## src/rtl/vote_pkg.sv

```systemverilog
// Shared types and constants for the votingMachine result-mode reader.
package vote_pkg;

  localparam int NUM_CANDIDATES = 4;
  localparam int COUNT_W        = 8;

  typedef logic [1:0] cand_idx_t;

  typedef enum logic [2:0] {
    IDLE   = 3'd0,
    SELECT = 3'd1,
    EMIT   = 3'd2,
    GAP    = 3'd3,
    DONE   = 3'd4
  } tally_state_t;

  function automatic logic [NUM_CANDIDATES-1:0] button_onehot(input cand_idx_t k);
    return 4'b0001 << k;
  endfunction

endpackage

```

## src/rtl/vote_tally_reader_if.sv

```systemverilog
// Valid/ready stream carrying one captured tally per candidate.
interface vote_tally_reader_if;

  logic                               tally_valid;
  logic                               tally_ready;
  vote_pkg::cand_idx_t                tally_idx;
  logic [vote_pkg::COUNT_W-1:0]       tally_count;

  modport master (
    output tally_valid,
    output tally_idx,
    output tally_count,
    input  tally_ready
  );

  modport slave (
    input  tally_valid,
    input  tally_idx,
    input  tally_count,
    output tally_ready
  );

endinterface

```

## src/rtl/tally_max_tracker.sv

```systemverilog
// Running maximum over the streamed tallies; lowest index wins on a tie.
module tally_max_tracker
  import vote_pkg::*;
(
  input  logic               clock,
  input  logic               reset,
  input  logic               clear,
  input  logic               update,
  input  cand_idx_t          idx,
  input  logic [COUNT_W-1:0] count,
  output cand_idx_t          winner,
  output logic               tie
);

  logic [COUNT_W-1:0] r_max;
  cand_idx_t          r_winner;
  logic               r_tie;

  // max/winner/tie registers; the first candidate always seeds the maximum
  always_ff @(posedge clock) begin
    if (!reset) begin
      r_max    <= {COUNT_W{1'b0}};
      r_winner <= 2'd0;
      r_tie    <= 1'b0;
    end else if (clear) begin
      r_max    <= {COUNT_W{1'b0}};
      r_winner <= 2'd0;
      r_tie    <= 1'b0;
    end else if (update) begin
      if ((idx == 2'd0) || (count > r_max)) begin
        r_max    <= count;
        r_winner <= idx;
        r_tie    <= 1'b0;
      end else if (count == r_max) begin
        r_tie    <= 1'b1;
      end else begin
        r_tie    <= r_tie;
      end
    end else begin
      r_max    <= r_max;
    end
  end

  assign winner = r_winner;
  assign tie    = r_tie;

endmodule

```

## src/rtl/vote_tally_reader.sv

```systemverilog
// Drives votingMachine result mode: presses each candidate button, samples led,
// streams the four counts and reports winner/tie.
module vote_tally_reader
  import vote_pkg::*;
#(
  parameter int SETTLE_CYCLES = 4,
  parameter int GAP_CYCLES    = 2
)
(
  input  logic                      clock,
  input  logic                      reset,
  input  logic                      start,
  output logic                      busy,
  output logic                      done,
  output logic                      vm_mode,
  output logic                      vm_button1,
  output logic                      vm_button2,
  output logic                      vm_button3,
  output logic                      vm_button4,
  input  logic [COUNT_W-1:0]        vm_led,
  vote_tally_reader_if.master       tally,
  output logic                      winner_valid,
  output cand_idx_t                 winner,
  output logic                      tie
);

  localparam int CNT_W = 16;
  localparam logic [CNT_W-1:0] SETTLE_LOAD = CNT_W'(SETTLE_CYCLES - 1);
  localparam logic [CNT_W-1:0] GAP_LOAD    = CNT_W'((GAP_CYCLES > 0) ? GAP_CYCLES - 1 : 0);
  localparam logic [CNT_W-1:0] CNT_ONE     = {{(CNT_W-1){1'b0}}, 1'b1};
  localparam cand_idx_t        LAST_IDX    = cand_idx_t'(NUM_CANDIDATES - 1);

  tally_state_t               r_state;
  cand_idx_t                  r_k;
  logic [CNT_W-1:0]           r_cnt;
  logic                       r_busy;
  logic                       r_done;
  logic                       r_mode;
  logic [NUM_CANDIDATES-1:0]  r_buttons;
  logic                       r_valid;
  cand_idx_t                  r_idx;
  logic [COUNT_W-1:0]         r_count;
  logic                       r_winner_valid;

  tally_state_t               w_next_state;
  cand_idx_t                  w_next_k;
  logic [CNT_W-1:0]           w_next_cnt;
  logic                       w_capture;
  logic                       w_handshake;
  logic                       w_clear;

  // next-state, candidate index and settle/gap down-counter
  always_comb begin
    w_next_state = r_state;
    w_next_k     = r_k;
    w_next_cnt   = r_cnt;
    w_capture    = 1'b0;
    w_handshake  = 1'b0;
    w_clear      = 1'b0;
    case (r_state)
      IDLE: begin
        if (start) begin
          w_next_state = SELECT;
          w_next_k     = 2'd0;
          w_next_cnt   = SETTLE_LOAD;
          w_clear      = 1'b1;
        end else begin
          w_next_state = IDLE;
        end
      end
      SELECT: begin
        if (r_cnt == {CNT_W{1'b0}}) begin
          w_next_state = EMIT;
          w_capture    = 1'b1;
        end else begin
          w_next_cnt   = r_cnt - CNT_ONE;
        end
      end
      EMIT: begin
        if (r_valid && tally.tally_ready) begin
          w_handshake = 1'b1;
          if (r_k == LAST_IDX) begin
            w_next_state = DONE;
          end else if (GAP_CYCLES == 0) begin
            w_next_state = SELECT;
            w_next_k     = r_k + 2'd1;
            w_next_cnt   = SETTLE_LOAD;
          end else begin
            w_next_state = GAP;
            w_next_cnt   = GAP_LOAD;
          end
        end else begin
          w_next_state = EMIT;
        end
      end
      GAP: begin
        if (r_cnt == {CNT_W{1'b0}}) begin
          w_next_state = SELECT;
          w_next_k     = r_k + 2'd1;
          w_next_cnt   = SETTLE_LOAD;
        end else begin
          w_next_cnt   = r_cnt - CNT_ONE;
        end
      end
      DONE: begin
        w_next_state = IDLE;
      end
      default: begin
        w_next_state = IDLE;
      end
    endcase
  end

  // state plus outputs registered from the upcoming state so they align with it
  always_ff @(posedge clock) begin
    if (!reset) begin
      r_state        <= IDLE;
      r_k            <= 2'd0;
      r_cnt          <= {CNT_W{1'b0}};
      r_busy         <= 1'b0;
      r_done         <= 1'b0;
      r_mode         <= 1'b0;
      r_buttons      <= {NUM_CANDIDATES{1'b0}};
      r_valid        <= 1'b0;
      r_idx          <= 2'd0;
      r_count        <= {COUNT_W{1'b0}};
      r_winner_valid <= 1'b0;
    end else begin
      r_state   <= w_next_state;
      r_k       <= w_next_k;
      r_cnt     <= w_next_cnt;
      r_busy    <= (w_next_state != IDLE);
      r_done    <= (w_next_state == DONE);
      r_mode    <= (w_next_state == SELECT) || (w_next_state == EMIT) || (w_next_state == GAP);
      r_buttons <= (w_next_state == SELECT) ? button_onehot(w_next_k) : {NUM_CANDIDATES{1'b0}};
      r_valid   <= (w_next_state == EMIT);
      if (w_capture) begin
        r_idx   <= r_k;
        r_count <= vm_led;
      end else begin
        r_idx   <= r_idx;
        r_count <= r_count;
      end
      if (w_clear) begin
        r_winner_valid <= 1'b0;
      end else if (w_next_state == DONE) begin
        r_winner_valid <= 1'b1;
      end else begin
        r_winner_valid <= r_winner_valid;
      end
    end
  end

  tally_max_tracker u_tracker (
    .clock  (clock),
    .reset  (reset),
    .clear  (w_clear),
    .update (w_handshake),
    .idx    (r_idx),
    .count  (r_count),
    .winner (winner),
    .tie    (tie)
  );

  assign busy              = r_busy;
  assign done              = r_done;
  assign vm_mode           = r_mode;
  assign vm_button1        = r_buttons[0];
  assign vm_button2        = r_buttons[1];
  assign vm_button3        = r_buttons[2];
  assign vm_button4        = r_buttons[3];
  assign tally.tally_valid = r_valid;
  assign tally.tally_idx   = r_idx;
  assign tally.tally_count = r_count;
  assign winner_valid      = r_winner_valid;

endmodule

```

## src/flat_wrapper.sv

```systemverilog
// flat-port wrapper written by rule: the top's interface ports become plain ports
module vote_tally_reader_flat import vote_pkg::*;
#(
  parameter int SETTLE_CYCLES = 4,
  parameter int GAP_CYCLES    = 2
)
  (clock, reset, start, busy, done, vm_mode, vm_button1, vm_button2, vm_button3, vm_button4, vm_led, winner_valid, winner, tie, tally_tally_valid, tally_tally_idx, tally_tally_count, tally_tally_ready);
  vote_tally_reader_if tally_i ();
  input  logic clock;
  input  logic reset;
  input  logic start;
  output logic busy;
  output logic done;
  output logic vm_mode;
  output logic vm_button1;
  output logic vm_button2;
  output logic vm_button3;
  output logic vm_button4;
  input  logic [COUNT_W-1:0] vm_led;
  output logic winner_valid;
  output cand_idx_t winner;
  output logic tie;
  output wire logic [$bits(tally_i.tally_valid)-1:0] tally_tally_valid;
  output wire logic [$bits(tally_i.tally_idx)-1:0] tally_tally_idx;
  output wire logic [$bits(tally_i.tally_count)-1:0] tally_tally_count;
  input wire logic [$bits(tally_i.tally_ready)-1:0] tally_tally_ready;
  assign tally_tally_valid = tally_i.tally_valid;
  assign tally_tally_idx = tally_i.tally_idx;
  assign tally_tally_count = tally_i.tally_count;
  assign tally_i.tally_ready = tally_tally_ready;
  vote_tally_reader #(.SETTLE_CYCLES(SETTLE_CYCLES), .GAP_CYCLES(GAP_CYCLES)) u_core (.clock(clock), .reset(reset), .start(start), .busy(busy), .done(done), .vm_mode(vm_mode), .vm_button1(vm_button1), .vm_button2(vm_button2), .vm_button3(vm_button3), .vm_button4(vm_button4), .vm_led(vm_led), .tally(tally_i), .winner_valid(winner_valid), .winner(winner), .tie(tie));
endmodule
```

## config.mk

```make
export PLATFORM = sky130hd
export DESIGN_NAME = vote_tally_reader_flat
export DESIGN_NICKNAME = d
export VERILOG_FILES = /design/src/rtl/vote_pkg.sv /design/src/rtl/vote_tally_reader_if.sv /design/src/rtl/tally_max_tracker.sv /design/src/rtl/vote_tally_reader.sv /design/src/flat_wrapper.sv
export SDC_FILE = /design/constraint.sdc
export NUM_CORES = 1
export LEC_CHECK = 0
export ABC_AREA = 1
export CORE_ASPECT_RATIO = 1.1
export CORE_MARGIN = 1.5
export CORE_UTILIZATION = 59
export DETAILED_ROUTE_END_ITERATION = 8
export PLACE_DENSITY = 0.85
export SETUP_SLACK_MARGIN = 0.4
export SYNTH_ARGS = -nofsm -noshare
export SYNTH_HDL_FRONTEND = slang
export SYNTH_SLANG_ARGS = --single-unit
```

## constraint.sdc

```tcl
create_clock -name clock -period 3.9 [get_ports clock]
set_clock_uncertainty 0.05 [all_clocks]
set_input_delay 0.39 -clock clock [delete_from_list [all_inputs] [get_ports clock]]
set_output_delay 0.39 -clock clock [all_outputs]
set_load 0.005 [all_outputs]
```

==> impl_results.md <==
* Status: finished, final reports clean
* Commonest cells post-synth: nand2_1 (81), nor2_1 (61), dfxtp_1 (51)
* Vias in the first global route at 2083
* Syn. warnings at 0
* Die area at 0.00471 mm^2
* Netlist Area Pre-Place at 0.00254 mm^2
* First-pass GRT wire length at 9.25 mm
* EDFF count, synth at 0
* Gr usage total at 25.2%
* I/O Pins at 34
* Hold buffer count at cts at 0
* Grt ovf at 0
* Clk sinks at 51
* Design area at 0.00301 mm^2
* Pin count of the biggest net entering global routing at 23
* Cell variety after synth at 27
* Fraction of layout cells with a size suffix above 1 at 8.19%
* Post-DP HPWL at 3.86 mm
* Slowest CP cell: dfxtp_1
* Setup TNS at 0 ns
* PwrDens at 845 mW/mm^2
* Top_reg_cell synth: dfxtp_1
* Synthesized flop and latch total at 51
* Skew-Pair Late Insertion Delay at 0.30 ns
* WS Path Type: reg -> reg
* Max-cap violations at 0
* CTS tree: built
* Post-route DRC at 0
* First-pass DRT Iterations at 4
* Ys async rst share at 0%
* Share of the synthesized area in the top cell type at 40.2%
* Syn Nets at 393
* Minimum clock period at 2.05 ns
* Worst setup SP type: flip-flop
* CTS H-tree depth at 2
* Number of port buffers at 33
* Peak VDD IR at 0.573 mV
* Critical path required time at 4.10 ns
* Worst min path class: reg -> reg
* Leak at 1.33 nW
* Fmax at 487 MHz
* Wire per inst at 11.7 um
* Iteration-0 DRC Markers at 149
* Antenna Nets Post-Route at 0
* Worst-margin pin slew at 0.696 ns
* RSZ-0062 raised after global routing: no
* Routed via count at 2325
* Crit path largest cell delay at 0.36 ns
* Post-DR vias/cell at 5.11
* Core Rows at 24
* Initial core utilization at 62.7%
* Diodes inserted at 0
* NumNets Final at 424
* Non-Filler Instances at 455
* Cells after Synth at 371
* Crit share post-route at 52.6%
* Crit end category: flip-flop
* Register area share after synthesis at 40.2%
* Final WL at 5.33 mm
* Placed cell area at 0.00290 mm^2
* Die Height at 71.8 um
* Post-CTS Setup Repair Bufs at 0
* Rel. slew slack at 53.5%
* Clk buf depth at 2
* CTS root buf: clkbuf_8
* Cts repair resizes at 0
* WP data arrival at 2.25 ns
* Die width at 65.6 um
* Synth area leaders: dfxtp_1 (40%), nand2_1 (12%), nor2_1 (9.0%)
* Placed cell count at 447
* Post-synth top area cell: dfxtp_1
* CP Cell Sequence: inv_1 > ha_1 > nand3_2 > nor2_2 > nand3_4 > nand2_8 > inv_4 > nand2_1 > nor2_1 > nand2_1 > nor2_1
* Number of antenna violations at the first check in global routing at 0
* CORE AREA at 0.00405 mm^2
* Slew Viols, Final at 0
* Reg clk slew, reported paths at 0.09 ns
* Crit Path Max Fanout at 22
* CTS Buf Count at 5
* Final count of hold timing violations at 0
* Syn Area/Cell at 6.85 um^2
* Count leader, synth: nand2_1
* Final setup vio count at 0
* GPL Wtd Cong at 0.907
* P&R area growth vs syn at 18.5%
* Worst hold slack at 0.440 ns
layout make-up:
| class | count | area [um^2] |
|---|---|---|
| flip-flops and latches | 51 | 1020 |
| well taps | 52 | 65.1 |
| multi-input cells | 253 | 1260 |
| clock inverters | 3 | 43.8 |
| fillers | 333 | 1040 |
| repair buffers | 34 | 338 |
| clock buffers | 5 | 68.8 |
| inverters | 57 | 216 |
critical path, delay by kind of cell, from the launching register on:
kind / cells / cell delay, ns
simple gates: 8 / 1.09
fa+ha+maj: 1 / 0.24
flops: 1 / 0.36
buf+inv: 2 / 0.25
flip-flops by register name, summed over array words and instances, names as in the netlist, 2 cells and up:
name                      cells
u_core.u_tracker.winner       2
u_core.r_state                3
u_core.r_buttons              4
u_core.r_cnt                 16
u_core.tally.tally_idx        2
u_core.r_k                    2
u_core.u_tracker.r_max        8
u_core.tally.tally_count      8
through the flow:
step	setup WS (ns)	power [mW]	utilization, %
final	1.85	2.54	74.3
after global routing	1.65	2.79	74.3
after CTS	1.84	2.54	74.3
after detailed placement	1.71	2.17	71.5
after global placement	1.79	2.13	71.5
after floorplan	2.26	1.83	-
power breakdown:
group / internal [mW] / total, mW / switching [mW]
logic: 0.515 / 1.42 / 0.907
clock network: 0.191 / 0.366 / 0.175
registers: 0.653 / 0.755 / 0.103
placed cells by master, fill, tap and decap left out, types with 2 or more instances in the layout:
cell / Yosys / final
nand4_1: 5 / 5
nor2_1: 61 / 61
dfxtp_1: 51 / 51
a21oi_1: 25 / 25
ha_1: 10 / 10
inv_1: 50 / 50
clkdlybuf4s50_1: 0 / 33
nor2_2: 6 / 6
nor3_1: 4 / 4
inv_2: 6 / 6
o21ai_0: 15 / 15
o21ai_1: 5 / 5
o21bai_1: 2 / 2
nand3_1: 25 / 25
clkbuf_8: 0 / 5
nand2_1: 81 / 81
nand2_2: 2 / 2
nor2_4: 4 / 4
per-layer routing:
| metal | vias to the layer above | share of wire, % | global-route usage, % |
|---|---|---|---|
| met5 | - | 0 | 0 |
| met4 | 0 | 2.0 | 8.80 |
| met3 | 12 | 3.8 | 5.18 |
| met2 | 56 | 48 | 42.4 |
| met1 | 1036 | 46 | 32.1 |
| li1 | 1221 | - | - |
cell families after synthesis:
kind of cell	share of synthesized area (%)
compound gates	9.75
xor+xnor	0.345
fa+ha+maj	4.93
buf+inv	10.3
flops	40.2
simple gates	34.5
final timing paths:
path | startpoint | to | slack [ns] | cells after the start
hold / removal | u_core.u_tracker.winner[1] | u_core.u_tracker.winner[1] | 0.44 | 2
hold reg to reg | u_core.u_tracker.winner[1] | u_core.u_tracker.winner[1] | 0.44 | 2
setup reg to reg | u_core.r_cnt[0] | u_core.r_buttons[1] | 1.85 | 11
setup / recovery | u_core.r_cnt[0] | u_core.r_buttons[1] | 1.85 | 11
Note: power is estimated with default switching activity, not from simulation.
